--- src/rtl/uart_pkg.sv ---
// Shared types and register map for the memory-mapped UART transmitter.
package uart_pkg;

  typedef enum logic [1:0] {
    IDLE,
    START,
    DATA,
    STOP
  } tx_state_t;

  localparam logic [31:0] UART_DATA_OFS = 32'd0;
  localparam logic [31:0] UART_STAT_OFS = 32'd4;

  localparam int ST_BUSY  = 0;
  localparam int ST_FULL  = 1;
  localparam int ST_EMPTY = 2;
  localparam int ST_OVF   = 3;

endpackage

--- src/rtl/sync_fifo.sv ---
// Synchronous first-word-fall-through FIFO; storage is not reset, only pointers and count.
module sync_fifo #(
  parameter int WIDTH = 8,
  parameter int DEPTH = 4
) (
  input  logic             clk,
  input  logic             reset,
  input  logic             push,
  input  logic             pop,
  input  logic [WIDTH-1:0] din,
  output logic [WIDTH-1:0] dout,
  output logic             full,
  output logic             empty
);

  localparam int AW = $clog2(DEPTH);

  logic [WIDTH-1:0] mem [DEPTH];
  logic [AW-1:0]    wr_ptr;
  logic [AW-1:0]    rd_ptr;
  logic [AW:0]      count;

  // Pointers wrap naturally because DEPTH is a power of two.
  always_ff @(posedge clk) begin
    if (reset) begin
      wr_ptr <= '0;
      rd_ptr <= '0;
      count  <= '0;
    end else begin
      if (push) wr_ptr <= wr_ptr + AW'(1);
      if (pop)  rd_ptr <= rd_ptr + AW'(1);
      case ({push, pop})
        2'b10:   count <= count + (AW+1)'(1);
        2'b01:   count <= count - (AW+1)'(1);
        default: count <= count;
      endcase
    end
  end

  always_ff @(posedge clk) begin
    if (push) mem[wr_ptr] <= din;
  end

  assign dout  = mem[rd_ptr];
  assign full  = (count == (AW+1)'(DEPTH));
  assign empty = (count == '0);

endmodule

--- src/rtl/mmio_uart_tx.sv ---
// Store-port UART transmitter: address decode, status register, TX FIFO and 8N1 serialiser.
module mmio_uart_tx
  import uart_pkg::*;
#(
  parameter logic [31:0] BASE_ADDR    = 32'h0000_0400,
  parameter int          CLKS_PER_BIT = 16,
  parameter int          FIFO_DEPTH   = 4
) (
  input  logic        clk,
  input  logic        reset,
  input  logic        MemWrite,
  input  logic [31:0] DataAdr,
  input  logic [31:0] WriteData,
  output logic [31:0] ReadData,
  output logic        rd_hit,
  output logic        tx,
  output logic        busy
);

  localparam int            BW        = $clog2(CLKS_PER_BIT);
  localparam logic [BW-1:0] BAUD_LAST = BW'(CLKS_PER_BIT - 1);

  logic          data_sel, stat_sel, data_wr, stat_wr;
  logic          push, pop, full, empty, overflow;
  logic [7:0]    head, shift, shift_n;
  tx_state_t     state, state_n;
  logic [BW-1:0] baud, baud_n;
  logic [2:0]    bit_idx, bit_idx_n;
  logic          tx_q, tx_n;
  logic          unused_bits;

  assign data_sel    = (DataAdr == BASE_ADDR + UART_DATA_OFS);
  assign stat_sel    = (DataAdr == BASE_ADDR + UART_STAT_OFS);
  assign rd_hit      = data_sel | stat_sel;
  assign data_wr     = MemWrite & data_sel;
  assign stat_wr     = MemWrite & stat_sel;
  assign unused_bits = ^WriteData[31:8];

  // A push into a full FIFO still lands when the serialiser pops the same cycle.
  assign push = data_wr & (~full | pop);

  sync_fifo #(.WIDTH(8), .DEPTH(FIFO_DEPTH)) u_fifo (
    .clk   (clk),
    .reset (reset),
    .push  (push),
    .pop   (pop),
    .din   (WriteData[7:0]),
    .dout  (head),
    .full  (full),
    .empty (empty)
  );

  always_ff @(posedge clk) begin
    if (reset)                             overflow <= 1'b0;
    else if (data_wr && !push)             overflow <= 1'b1;
    else if (stat_wr && WriteData[ST_OVF]) overflow <= 1'b0;
  end

  assign busy = ~empty | (state != IDLE);

  always_comb begin
    ReadData = '0;
    if (stat_sel) begin
      ReadData[ST_BUSY]  = busy;
      ReadData[ST_FULL]  = full;
      ReadData[ST_EMPTY] = empty;
      ReadData[ST_OVF]   = overflow;
    end
  end

  always_comb begin
    state_n   = state;
    baud_n    = baud + BW'(1);
    bit_idx_n = bit_idx;
    shift_n   = shift;
    pop       = 1'b0;
    case (state)
      IDLE: begin
        baud_n = '0;
        if (!empty) begin
          pop       = 1'b1;
          shift_n   = head;
          bit_idx_n = '0;
          state_n   = START;
        end
      end
      START: if (baud == BAUD_LAST) begin
        baud_n  = '0;
        state_n = DATA;
      end
      DATA: if (baud == BAUD_LAST) begin
        baud_n = '0;
        if (bit_idx == 3'd7) begin
          state_n = STOP;
        end else begin
          shift_n   = shift >> 1;
          bit_idx_n = bit_idx + 3'd1;
        end
      end
      STOP: if (baud == BAUD_LAST) begin
        baud_n  = '0;
        state_n = IDLE;
      end
      default: state_n = IDLE;
    endcase
    // Line level is decided from the next state so the output flop changes with the state.
    case (state_n)
      START:   tx_n = 1'b0;
      DATA:    tx_n = shift_n[0];
      default: tx_n = 1'b1;
    endcase
  end

  always_ff @(posedge clk) begin
    if (reset) begin
      state   <= IDLE;
      baud    <= '0;
      bit_idx <= '0;
      tx_q    <= 1'b1;
    end else begin
      state   <= state_n;
      baud    <= baud_n;
      bit_idx <= bit_idx_n;
      tx_q    <= tx_n;
    end
  end

  always_ff @(posedge clk) begin
    shift <= shift_n;
  end

  assign tx = tx_q;

endmodule

--- config.mk ---
export PLATFORM = sky130hd
export DESIGN_NAME = mmio_uart_tx
export DESIGN_NICKNAME = d
export VERILOG_FILES = /design/src/rtl/uart_pkg.sv /design/src/rtl/sync_fifo.sv /design/src/rtl/mmio_uart_tx.sv
export SDC_FILE = /design/constraint.sdc
export NUM_CORES = 1
export LEC_CHECK = 0
export ABC_AREA = 1
export CORE_MARGIN = 4
export CORE_UTILIZATION = 41
export DETAILED_ROUTE_END_ITERATION = 7
export PLACE_DENSITY = 0.84
export SETUP_SLACK_MARGIN = 0.15
export SLEW_MARGIN = 30
export SYNTH_ARGS = -nofsm -noshare
export SYNTH_HDL_FRONTEND = slang
export SYNTH_HIERARCHICAL = 1
export SYNTH_SLANG_ARGS = --single-unit
--- constraint.sdc ---
create_clock -name clk -period 2.25 [get_ports clk]
set_clock_uncertainty 0.2 [all_clocks]
set_input_delay 0.225 -clock clk [delete_from_list [all_inputs] [get_ports clk]]
set_output_delay 0.225 -clock clk [all_outputs]
set_load 0.01 [all_outputs]
# [Word-level counts from Yosys, hierarchy flattened]
# Memories as Yosys holds them, arrays and structs flattened. A register that Yosys moved wholly into a read port is not among the register bits.
# Cells that the tools add are included.
[totals] regBits=26 mem_bits_rw=32 output_inout_bits=35 wordCells=78 mem_count=1
[op_classes] addsub=6 eq_ne=15 muxes=27 n_bitwise=8 n_reduce_logical=11
[memory_table] memory="u_fifo.mem" words=4 word_bits=8 rd=1 rd_ports_with_merged_regs=1 wr=1 line_no="sync_fifo.sv:18" text="logic [WIDTH-1:0] mem [DEPTH];"
[ops] operator="$eq A32 B11 Y1 const B" count=2
[ops] operator="$mux W8" count=3
[ops] operator="$pmux W8 S2" count=1
[ops] operator="$mux W2" count=7
[ops] operator="$pmux W3 S2" count=2
[ops] operator="$mux W3" count=3
[ops] operator="$eq A2 B2 Y1 const B" count=4
[ops] operator="$mux W4" count=2
[ops] operator="$pmux W2 S4" count=1
[ops] operator="$pmux W4 S2" count=1
[ops] operator="$reduce_bool A2 Y1" count=4
[ops] operator="$add A3 B1 Y3 const B" count=2
[ops] operator="$eq A2 B1 Y1 const B" count=3
[ops] operator="$eq A3 B3 Y1 const B" count=2
[ops] operator="$mux W1" count=6
[ops] operator="$ne A2 B2 Y1 const B" count=3
[ops] operator="$add A2 B1 Y2 const B" count=2
[ops] operator="$add A4 B1 Y4 const B" count=1
[ops] operator="$eq A4 B4 Y1 const B" count=1
[ops] operator="$reduce_and A4 Y1" count=1
[ops] operator="$and A1 B1 Y1" count=3
[ops] operator="$logic_not A3 Y1" count=1
[ops] operator="$or A1 B1 Y1" count=3
[ops] operator="$reduce_or A3 Y1" count=1
[ops] operator="6 further kinds" count=8

# [Depth between registers and ports, before layout]
# Gate-level depths: netlist of the first run.
[logic_depth] depth_word=8 depth_mapped=18 ltp_nobuf=18

# [By module]
# The synthesis of the first run kept the hierarchy.
[modules_own_cells] module="sync_fifo" n_inst=1 cells_each=134 area_per_inst_um2=1637.8 seq_area_each_um2=1141.1
[modules_own_cells] module="mmio_uart_tx" n_inst=1 cells_each=189 area_per_inst_um2=1340.0 seq_area_each_um2=450.4

# [Worst setup path after synthesis of the first run]
# Ideal clock, no wire load.
[synth_timing] path_kind="reg2reg" from="register u_fifo.count[1]" to="register u_fifo.count[2]" setup_time_ps=110 t_arrival_ps=2040 slack_ps=-100 path_stages_with_launch=17 path_cell_list="dfxtp_1 > nor3_1 > inv_1 > nand2_2 > inv_4 > nor2_1 > nor2_1 > inv_1 > ha_1 > inv_1 > fa_1 > inv_1 > nand2_1 > nand3_1 > nand2_1 > inv_1 > nor2_1"
[synth_between] elab_chain_cells=7
[synth_lines] item="start: declaration" line_no="sync_fifo.sv:21" text="logic [AW:0] count;"
[synth_lines] item="start signal: assignment" line_no="sync_fifo.sv:33" text="2'b10: count <= count + (AW+1)'(1);"
[synth_lines] item="start signal: assignment" line_no="sync_fifo.sv:34" text="2'b01: count <= count - (AW+1)'(1);"
[synth_lines] item="start signal: assignment" line_no="sync_fifo.sv:35" text="default: count <= count;"
[synth_lines] item="$logic_not A3 Y1 *" line_no="sync_fifo.sv:46" text="assign empty = (count == '0);"
[synth_lines] item="via empty" line_no="mmio_uart_tx.sv:24" text="logic push, pop, full, empty, overflow;"
[synth_lines] item="$mux W1 *" line_no="mmio_uart_tx.sv:80" text="if (!empty) begin"
[synth_lines] item="$mux W1 *" line_no="mmio_uart_tx.sv:77" text="case (state)"
[synth_lines] item="via pop" line_no="mmio_uart_tx.sv:24"
[synth_lines] item="$or A1 B1 Y1 *" line_no="mmio_uart_tx.sv:40" text="assign push = data_wr & (~full | pop);"
[synth_lines] item="$and A1 B1 Y1 *" line_no="mmio_uart_tx.sv:40"
[synth_lines] item="via push" line_no="mmio_uart_tx.sv:24"
[synth_lines] item="$eq A2 B1 Y1 or $eq A2 B2 Y1 (tied branches)" line_no="sync_fifo.sv:32" text="case ({push, pop})"
[synth_lines] item="$pmux W3 S2 or $reduce_bool A2 Y1 (tied branches)"
# The timed path passes the listed nets; every way through them passes the cells marked *.
# A chain may end at the register's enable or synchronous reset.

# [Worst setup path in the final report of the first run]
[layout_timing] from="register u_fifo.count[2]" to="register u_fifo.count[2]"
# Same word-level chain as after synthesis.

==> results of run 1 <==
[worst paths after layout]
| kind | start | endpoint | slack [ps] | depth (start not counted) |
|---|---|---|---|---|
| worst min register to register | baud[0] | baud[0] | 250 | 1 |
| worst max register to register | u_fifo/count[2] | u_fifo/count[2] | 60 | 15 |
| worst min-delay path | DataAdr[21] | overflow | 240 | 8 |
| worst max-delay path | u_fifo/count[2] | u_fifo/count[2] | 60 | 15 |
[metal layers]
| layer | part of all wire (%) | wire, um | up-vias |
|---|---|---|---|
| li1 | - | - | 1155 |
| met1 | 36 | 2260 | 1080 |
| met2 | 54 | 3390 | 85 |
| met3 | 7.2 | 447 | 16 |
| met4 | 2.1 | 132 | 0 |
| met5 | 0 | 0 | - |
[registers in the layout, summed over array words and instances, names as in the netlist, named ones only]
register and cells:
u_fifo/mem 32, state 2, overflow 1, u_fifo/wr_ptr 2
tx 1, shift 8, u_fifo/count 3, bit_idx 3
baud 4, u_fifo/rd_ptr 2
[power groups by stage]
stage / combinational, mW / sequential (mW) / clock [mW]
global placement: 1.06 / 1.47 / 0
finish: 1.36 / 1.46 / 1.22
global route: 1.50 / 1.48 / 1.29
detailed placement: 1.12 / 1.48 / 0
floorplan: 0.793 / 1.47 / 0
CTS: 1.20 / 1.46 / 1.24
[layout by cell type (no fill, tap or decap), types with 12 or more instances in the layout]
| cell type | count |
|---|---|
| buf_4 | 18 |
| clkdlybuf4s50_1 | 31 |
| conb_1 | 28 |
| dfxtp_1 | 18 |
| dlymetal6s2s_1 | 12 |
| edfxtp_1 | 39 |
| inv_1 | 35 |
| nand2_1 | 36 |
| nor2_1 | 55 |
| o21ai_0 | 21 |
[cells by family after synthesis]
logic type / Yosys count / share of synthesized area [%]
simple gates: 125 / 18.1
compound gates: 51 / 10.1
flops: 60 / 53.4
xor+xnor: 2 / 0.588
other cells: 1 / 0.126
buf+inv: 75 / 13.6
fa+ha+maj: 9 / 4.03
[critical path, stage by stage, from the launching register on]
cell     delay (ps)
dfxtp_2         320
nor3_2          190
inv_1            80
nand2_2         100
inv_4            50
nor2_4          110
nor2_2           60
inv_2            70
ha_4            150
inv_4            40
fa_2            370
inv_2            60
nand2_2          70
nand4_1          70
nand2_1          70
nor2_1          110
[repair_timing]
action                                  in CTS  in global routing
hold buffers                                 0                  0
buffers inserted                             6                  6
endpoints found under the setup margin       7                 41
gates resized for setup                      9                 40
pin swaps                                    3                 19
[layout make-up]
type	instances	area [um^2]	share of cell area, %
clock buffer	10	128	3.15
clock inverter	5	125	3.09
inverter	45	178	4.39
multi-input combinational	215	1160	28.7
sequential	60	1600	39.4
tap	96	120	2.97
timing repair buffer	72	742	18.3
==> flow_summary.ini, run 1 <==
[global_routing]
grt_use_met3_pct = 3.62
grtUsageTotal_pct = 13.8
grt_pass1_wl_um = 9390
grt_start_max_net_pins = 17
grt_pass1_vias = 2299
antenna_found_initial = 0
met2_usage_pct = 27.2
grtUsageMet1_pct = 12.8
grt.busiest_layer = met2
grt_overflow_total = 0

[placement]
dp_cells = 476
post-place-ws_ps = -289
dpl_cell_area_um2 = 3610
place.gp.congestion = 0.829
dp_hpwl_um = 4440
io_buffers = 49

[clocking]
insertion_delay_ps = 320
clockBufferDepth = 2
cts_tree = yes
cts_sinks = 60
h-tree-depth = 3
clk_pin_slew_ps = 60
cts-root-buf = clkbuf_8
cts_made_buffers = 9

[synth]
netlist_instances = 323
synth_ff_type = edfxtp_1
synth_top_area_share_pct = 39.3
yosysWarnings = 6
yosys.area.top_type = edfxtp_1
ys_ff_latch = 60
yosysMostFrequentCell = nor2_1
synth_edf_count = 39
synth_commonest_cells = nor2_1, nand2_1, inv_1, edfxtp_1, buf_4
syn_avg_cell_area_um2 = 9.22
ys_seq_area_share_pct = 53.4
synthTopCellsByArea = edfxtp_1, dfxtp_1, nor2_1, buf_4, nand2_1
ys_async_sr_fraction_pct = 0
syn-cell-area_um2 = 2980
ys_types = 33

[timing]
finalSetupViolCount = 0
hold_ws_ps = 240
slew_violations = 0
tns_ps = 0
fmax_ghz = 0.457
setup_ws_ps = 60.8
period_share_pct = 97.3
hold_viol = 0
period_minus_slack_ps = 2190
rsz0062_at_grt = true

[drt]
wirelength_um = 6230
wl_per_cell_um = 12.4
drtIter0Drc = 101
avgViaCountPerCell = 4.64
drc = 0
vias = 2336
ant_nets = 0
firstDrtPassIters = 4

[floorplan]
pin_count = 102
start_util_pct = 43.1
die_w_um = 93.2
rows = 30
die_h_um = 93.2
core-area_um2 = 6910
die_area_um2 = 8690

[finish]
area_growth_pct = 36.0
nFillCells = 542
fin_cells = 503
nets = 479
fin_area_um2 = 4050
diodes = 0
drive_gt1_share_pct = 20.4
final_core_util_pct = 58.6

[run_status]
status = finished clean

[setup_path]
start_kind = register
worstPathRequired_ps = 2300
worst_setup_path_end_kind = register
critical_path_class = register to register
cp_data_arrival_time_ps = 2240
crit_fanout = 2

[power]
power_frac_seq_pct = 36.2
intPower_mw = 2.82
p_total_mw = 4.05
powerDensity_nw_per_um2 = 999
leakagePower_nw = 1.80
p_switching_mw = 1.23
p_clk_share_pct = 30.2
peakVddDrop_mv = 0.369
swShare_pct = 30.4
power_frac_comb_pct = 33.6

[min_path]
min_path_type = primary input to register

[job]
maxCapViolations = 0
Power figures use the tool's default switching activity.
==> inputs of run 2 (changes only) <==
--- a/config.mk
+++ b/config.mk
@@ -14,5 +14,4 @@
 export SLEW_MARGIN = 30
 export SYNTH_ARGS = -nofsm -noshare
 export SYNTH_HDL_FRONTEND = slang
-export SYNTH_HIERARCHICAL = 1
 export SYNTH_SLANG_ARGS = --single-unit
==> run 2 against run 1 <==
  * Sequential power hardly changed
  * Worst setup slack better by 53 ps
  * Synthesized cell count decreased by 0.31%
  * Routed wire length rose by 6.1%
  * Clock power decreased by 21%
==> flow_summary.ini, run 2 <==
[synth]
ys_seq_area_share_pct = 53.7
synthTopCellsByArea = edfxtp_1, dfxtp_1, buf_4, nor2_1, nand2_1
synth_commonest_cells = nor2_1, nand2_1, edfxtp_1, inv_1, buf_4
ys_async_sr_fraction_pct = 0
yosysWarnings = 0
synth_top_area_share_pct = 39.5
synth_edf_count = 39
ys_types = 28
synth_ff_type = edfxtp_1
yosysMostFrequentCell = nor2_1
yosys.area.top_type = edfxtp_1
syn_avg_cell_area_um2 = 9.21
ys_ff_latch = 60
netlist_instances = 322
syn-cell-area_um2 = 2970

[clocking]
h-tree-depth = 3
cts_tree = yes
insertion_delay_ps = 340
cts-root-buf = clkbuf_8
clk_pin_slew_ps = 70
cts_made_buffers = 9
cts_sinks = 60
hold_buffers = 0
clockBufferDepth = 2

[finish]
drive_gt1_share_pct = 20.9
final_common_cell = nor2_1
final_core_util_pct = 56.6
largest_reg_flops = 32
regMostFlops = u_fifo.mem
fin_cells = 502
top_regs = u_fifo.mem (32), shift (8), baud (4)
nets = 477
area_growth_pct = 31.9
diodes = 0
layout_common_cells = nor2_1, edfxtp_1, nand2_1

[setup_path]
cp_data_arrival_time_ps = 2150
crit_cells = 11
start_kind = register
slowest_stage = fa_2
crit_fanout = 4
worst_setup_path_end_kind = register
critical_path_class = register to register
slowest_delay_ps = 370
reg2reg_to = u_fifo.count[2]
rrSetupSlack_ps = 110
critical_path.cell_chain = inv_1 -> nand2_2 -> nand2_2 -> inv_2 -> ha_4 -> inv_4 -> fa_2 -> a21oi_2 -> o21ai_1 -> o21ai_1 -> a21oi_1
cp_top_family = adder cells
worstPathRequired_ps = 2270
r2r-start = u_fifo.count[2]
rr_worst_depth = 11
path_buf_inv = 3

[drt]
drc = 0
drtIter0Drc = 193
avgViaCountPerCell = 4.75
wirelength_um = 6610
ant_nets = 0
wl_per_cell_um = 13.2
firstDrtPassIters = 4
vias = 2384

[floorplan]
pin_count = 102
die_area_um2 = 8660
rows = 30
die_w_um = 93.0
die_h_um = 93.0
start_util_pct = 42.9
core-area_um2 = 6910

[power]
p_total_mw = 3.57
leakagePower_nw = 1.70
peakVddDrop_mv = 0.433
powerDensity_nw_per_um2 = 913

[global_routing]
grt_start_max_net_pins = 17
grt_overflow_total = 0
grt_pass1_vias = 2292
antenna_found_initial = 0
grt_pass1_wl_um = 9840
grtUsageTotal_pct = 14.6

[job]
maxCapViolations = 0

[placement]
io_buffers = 49
place.gp.congestion = 0.831
post-place-ws_ps = -362
dp_cells = 476
dp_hpwl_um = 4340

[min_path]
whs_endpoint = u_fifo.wr_ptr[1]
min_path_type = primary input to register
min-delay-start = DataAdr[13]
whs_path_depth = 9

[timing]
period_share_pct = 95.0
finalSetupViolCount = 0
setup_ws_ps = 114
hold_viol = 0
hold_ws_ps = 228
slew_violations = 0
fmax_ghz = 0.468
rsz0062_at_grt = true
period_minus_slack_ps = 2140

[run_status]
status = finished clean
==> run 2: cell type report <==
type	count	area [um^2]
well taps	96	120
flip-flops and latches	60	1600
clock inverters	7	75.1
clock buffers	9	124
inverters	38	145
multi-input cells	218	1160
repair buffers	74	697
fillers	579	2990
==> run 2: tightest hold or removal path: cells and delay by family <==
family        cells  cell delay, ps
simple gates      8             410
buf+inv           1             100
==> run 2: how the worst max path moves through the flow <==
| stage | end | from |
|---|---|---|
| 2_1_floorplan | u_fifo.count[2] | u_fifo.count[0] |
| 3_3_place_gp | ReadData[1] | DataAdr[10] |
| 3_5_place_dp | ReadData[1] | DataAdr[10] |
| 4_1_cts | ReadData[1] | DataAdr[10] |
| 5_1_grt | u_fifo.count[2] | u_fifo.count[2] |
| 6_report | u_fifo.count[2] | u_fifo.count[2] |
==> run 2: cell families after synthesis <==
kind of cell	after synthesis	synth area share, %
DFF	60	53.7
and+or+nand+nor	129	19.5
other	1	0.126
buffers and inverters	71	12.8
adders and majority gates	9	4.05
AOI/OAI and AO/OA	52	9.87
==> run 2: stage by stage <==
step / area, um^2 / TNS (ps)
after floorplan: 3070 / 0
after global placement: 3550 / -1420
after detailed placement: 3550 / -1980
after CTS: 3810 / 0
after global routing: 3910 / 0
final: 3910 / 0
==> run 2: what timing repair did <==
item                                    4_1_cts  5_1_grt
buffers inserted                              7        3
endpoints found under the setup margin        7        9
gates resized for setup                      19       40
pin swaps                                     2       23
==> run 2: power by group <==
part	internal (mW)	total, mW	switching, mW
clock	0.518	0.969	0.451
sequential	1.37	1.46	0.0900
combinational	0.465	1.14	0.676
total	2.36	3.57	1.22
==> run 2: routing by layer <==
layer	vias to the layer above	GRT usage, %	part of all wire [%]
met4	0	7.20	1.8
met5	-	0	0
met1	1116	15.6	37
li1	1169	-	-
met3	14	3.94	7.0
met2	85	26.5	54
==> RTL edit 1 (settings of run 2) <==
The parameter `CLKS_PER_BIT` goes from 16 to 8.
--- a/src/rtl/mmio_uart_tx.sv
+++ b/src/rtl/mmio_uart_tx.sv
@@ -3,7 +3,7 @@
   import uart_pkg::*;
 #(
   parameter logic [31:0] BASE_ADDR    = 32'h0000_0400,
-  parameter int          CLKS_PER_BIT = 16,
+  parameter int          CLKS_PER_BIT = 8,
   parameter int          FIFO_DEPTH   = 4
 ) (
   input  logic        clk,
Formal check against the unedited RTL: no difference found for any inputs over 10 cycles, from zero or initial values and one cycle with reset high; that may be too few to reach the edited logic, so the function may still have changed.
==> RTL edit 1 against run 2 <==
  * Core utilization fell by 0.92 points
  * Setup slack improved by 0.10 ns
  * Area after synthesis fell by 2.0%
  * Cell area fell by 2.7%
  * Sequential cell count fell by 1
  * Routed wire length fell by 7.5%
  * Count of clock-buffer cells in the layout rose by 1
  * Critical path type unchanged
  * Highest routed layer unchanged
Power is not compared: it rests on default switching activity, and its combinational part moved more than twofold at a synthesized area within 25%.
==> RTL edit 1: results (changes against run 2) <==
Outcome
  • Run status: completed (unchanged)

CTS
  • H-tree levels: 3 (unchanged)
  • Post CTS Setup Buffer Count: 2 (was 7)
  • TritonCTS Buffers: 9 (unchanged)
  • Post_cts resized: 33 (was 19)

Placement
  • Placed cells: 460 (was 476)
  • Port bufs: 49 (unchanged)
  • Setup WS pre-CTS: -0.372 ns (was -0.362 ns)
  • DP Wirelength: 4280 µm (was 4340 µm)
  • Post-DP Area: 3480 µm² (was 3550 µm²)
  • GP Congestion: 0.753 (was 0.831)

Cells and area
  • Biggest regs: u_fifo.mem x32, shift x8 (was u_fifo.mem x32, shift x8, baud x4)
  • Layout cells sized above 1: 19.5% (was 20.9%)
  • Final instance area: 3810 µm² (was 3910 µm²)
  • Post-route insts no fill: 485 (was 502)
  • Fillers: 587 (was 579)

Hold path
  • HP Class: reg2reg (was in2reg)
  • Hold Path Cell Cnt: 1 (was 9)
  • Hold_sp: baud[0] (was DataAdr[13])

Power and ir drop
  • Total Power: 0.00252 W
  • Clock group total power: 0.000924 W

Worst setup path
  • RR Startpoint: u_fifo.count[1] (was u_fifo.count[2])
  • Slowest CP cell: dfxtp_2 (was fa_2)
  • Critical Path AT: 2.10 ns (was 2.15 ns)
  • R2R depth: 10 (was 11)

GRT
  • Initial antenna violation count: 0 (unchanged)
  • First-pass GRT wire length: 9450 µm (was 9840 µm)
  • Number of global-route vias before repair: 2159 (was 2292)
  • All-Layer GR Usage: 14.1% (was 14.6%)

Drt
  • Total routed wirelength: 6110 µm (was 6610 µm)
  • Initial DRC count: 84 (was 193)
  • Via density: 4.62 (was 4.75)

Yosys
  • Ys Warns: 0 (unchanged)
  • Syn Inst Count: 308 (was 322)
  • Commonest cells in the netlist: nor2_1, nand2_1, edfxtp_1 (unchanged)
  • Synth Area in Compound Gates: 8.22% (was 9.87%)
  • Adder-cell share of the synthesized area: 4.56% (was 4.05%)
  • Register area share after synthesis: 54.1% (was 53.7%)
  • Synth cell types: 29 (was 28)
  • Synth top area cells: edfxtp_1, dfxtp_1, buf_4 (unchanged)
  • Post-synth EDFFs: 39 (unchanged)
## RTL edit 1: cell count changes after synthesis, sizes merged, moves of 2 or more
cell,delta
nand3,-8
inv,-7
o32ai,+7
a22o,-6
nand2,+6
nor2,+6
o22ai,-6
o21ai,-5
a21oi,-4
o211ai,+2
## RTL edit 1: area by class of cell
class | count | area share (%)
multi-input cells | 211 | 29.6
inverters | 32 | 3.19
flip-flops and latches | 59 | 41.4
repair buffers | 71 | 17.6
well taps | 96 | 3.15
clock inverters | 6 | 1.74
clock buffers | 10 | 3.35
## RTL edit 1: routing by layer
layer  global-route usage (%)  part of all wire (%)  vias to the layer above
li1                         -                     -                     1112
met1                     15.6                    40                     1057
met2                     24.6                    53                       62
met3                     3.45                   5.0                       12
met4                     8.17                   2.2                        0
met5                        0                     0                        -
## RTL edit 1: path summary, 6_finish.rpt
check	to	slack [ns]
min reg2reg	baud[0]	0.24
max	u_fifo.count[2]	0.21
max reg2reg	u_fifo.count[2]	0.21
min	baud[0]	0.24
==> RTL edit 2 (flow settings as in run 2) <==
Without the edit above. Register the output `ReadData`, without a reset; this adds one clock of latency there. The other outputs are not delayed to match.
--- a/src/rtl/mmio_uart_tx.sv
+++ b/src/rtl/mmio_uart_tx.sv
@@ -19,6 +19,8 @@
 
   localparam int            BW        = $clog2(CLKS_PER_BIT);
   localparam logic [BW-1:0] BAUD_LAST = BW'(CLKS_PER_BIT - 1);
+
+  logic [31:0] ReadData_d;
 
   logic          data_sel, stat_sel, data_wr, stat_wr;
   logic          push, pop, full, empty, overflow;
@@ -59,12 +61,12 @@
   assign busy = ~empty | (state != IDLE);
 
   always_comb begin
-    ReadData = '0;
+    ReadData_d = '0;
     if (stat_sel) begin
-      ReadData[ST_BUSY]  = busy;
-      ReadData[ST_FULL]  = full;
-      ReadData[ST_EMPTY] = empty;
-      ReadData[ST_OVF]   = overflow;
+      ReadData_d[ST_BUSY]  = busy;
+      ReadData_d[ST_FULL]  = full;
+      ReadData_d[ST_EMPTY] = empty;
+      ReadData_d[ST_OVF]   = overflow;
     end
   end
 
@@ -131,5 +133,9 @@
 
   assign tx = tx_q;
 
+  always_ff @(posedge clk) begin
+    ReadData <= ReadData_d;
+  end
+
 endmodule
 
Behaviour: not the same (Yosys sat finds a counterexample within 4 cycles, from zero or initial values and one cycle with reset high).
==> RTL edit 2 against run 2 <==
  * Setup slack better by 0.078 ns
  * Routed wire length is 3.6% lower
  * Global-route usage is 0.36 points lower
  * Total power is 2.5% lower
  * Area after synthesis is 3.1% higher
  * Sequential share of layout area is 1.7 points higher
  * Hold slack worse by 0.015 ns
  * Sequential cell count is 4 higher
  * Cell area is 0.96% higher
  * Synthesized cell count is 1.6% higher
==> RTL edit 2: results (changes against run 2) <==
Drt
  • Vias: 2396 (was 2384)
  • WL met3: 384 µm (was 463 µm)
  • Total routed wirelength: 6370 µm (was 6610 µm)
  • Router iterations before antenna repair: 4 (unchanged)
  • Wl on met1: 2600 µm (was 2440 µm)
  • Met2 wire length: 3280 µm (was 3590 µm)
  • Initial DRC count: 144 (was 193)

Worst setup path
  • Largest stage delay, worst path: 0.37 ns (about the same)
  • Crit Path Max Fanout: 3 (was 4)
  • Critical Path AT: 2.09 ns (was 2.15 ns)
  • RR Startpoint: state[1] (was u_fifo.count[2])
  • Slowest CP cell: dfxtp_2 (was fa_2)
  • Setup slack, reg-to-reg: 0.19 ns (was 0.11 ns)

Cells and area
  • Post-route insts no fill: 506 (was 502)
  • Layout cells sized above 1: 16.5% (was 20.9%)
  • Nets: 478 (was 477)
  • # diodes: 0 (unchanged)
  • Biggest regs: u_fifo.mem x32, shift x8 (was u_fifo.mem x32, shift x8, baud x4)
  • Fillers: 634 (was 579)

Yosys
  • Adder-cell share of the synthesized area: 3.93% (was 4.05%)
  • Main flop type after synthesis: edfxtp_1 (unchanged)
  • XOR/XNOR Fraction of Synth Area: 0.287% (was 0%)
  • Ys Warns: 0 (unchanged)
  • Register area share after synthesis: 54.7% (was 53.7%)
  • Syn Inst Count: 327 (was 322)
  • Synth cell types: 30 (was 28)
  • Commonest cells in the netlist: nor2_1, edfxtp_1, nand2_1 (was nor2_1, nand2_1, edfxtp_1)
  • Synth Area in Compound Gates: 9.58% (was 9.87%)
  • Synth top area cells: edfxtp_1, dfxtp_1, nor2_1 (was edfxtp_1, dfxtp_1, buf_4)
  • Post-synth ARST share: 0% (unchanged)

GRT
  • Initial antenna violation count: 0 (unchanged)
  • Met3 Usage GRT: 4.78% (was 3.94%)
  • All-Layer GR Usage: 14.3% (was 14.6%)
  • Met2 Usage GRT: 25.5% (was 26.5%)
  • M1 GR Usage: 15.0% (was 15.6%)
  • Number of global-route vias before repair: 2227 (was 2292)
  • First-pass GRT wire length: 9590 µm (was 9840 µm)

Outcome
  • Run status: completed (unchanged)

Power and ir drop
  • Worst VDD drop: 431 µV (was 433 µV)
  • Combinational Power: 0.00101 W (was 0.00114 W)
  • Switching Share: 32.5% (was 34.0%)
  • Lkg Pwr: 1.58 nW (was 1.70 nW)

Hold path
  • HP Class: in2reg (unchanged)
  • Hold_sp: DataAdr[3] (was DataAdr[13])
  • Hold Path Cell Cnt: 7 (was 9)
  • Hold Path Sink: ReadData[3] (was u_fifo.wr_ptr[1])

Placement
  • Post-DP Area: 3660 µm² (was 3550 µm²)
  • GP Congestion: 0.798 (was 0.831)
  • DP Wirelength: 4520 µm (was 4340 µm)
  • Placed cells: 486 (was 476)

CTS
  • Post_cts resized: 5 (was 19)
  • Clock Pin Slew Worst Setup and Hold Paths: 0.07 ns (about the same)
  • Clock buffer depth: 2 (unchanged)
  • Post CTS Setup Buffer Count: 1 (was 7)
  • Worst skew pair latency: 0.35 ns

STA
  • Fin Hold WS: 0.213 ns (was 0.228 ns)
## RTL edit 2: changes by cell type after synthesis, sizes merged
cell / run 2 / this run
nand2: 43 / 41
inv: 38 / 36
a21oi: 15 / 14
nand3: 13 / 14
nor2: 66 / 68
o21ai: 24 / 25
clkbuf: 0 / 1
dfxtp: 21 / 25
buf: 33 / 32
and2: 0 / 1
xnor2: 0 / 1
## RTL edit 2: area by class of cell
type | count | area, µm² | share of cell area, %
flip-flops and latches | 64 | 1680 | 42.5
multi-input cells | 221 | 1160 | 29.4
repair buffers | 70 | 656 | 16.6
inverters | 36 | 138 | 3.48
clock buffers | 9 | 124 | 3.14
well taps | 99 | 124 | 3.14
clock inverters | 7 | 71.3 | 1.81
## RTL edit 2: per-stage QoR
stage / power, W / setup slack, ns
after floorplan: 0.00213 / 0.153
after global placement: 0.00234 / -0.134
after detailed placement: 0.00239 / -0.165
after CTS: 0.00339 / 0.161
after global routing: 0.00367 / 0.0791
final: 0.00348 / 0.191
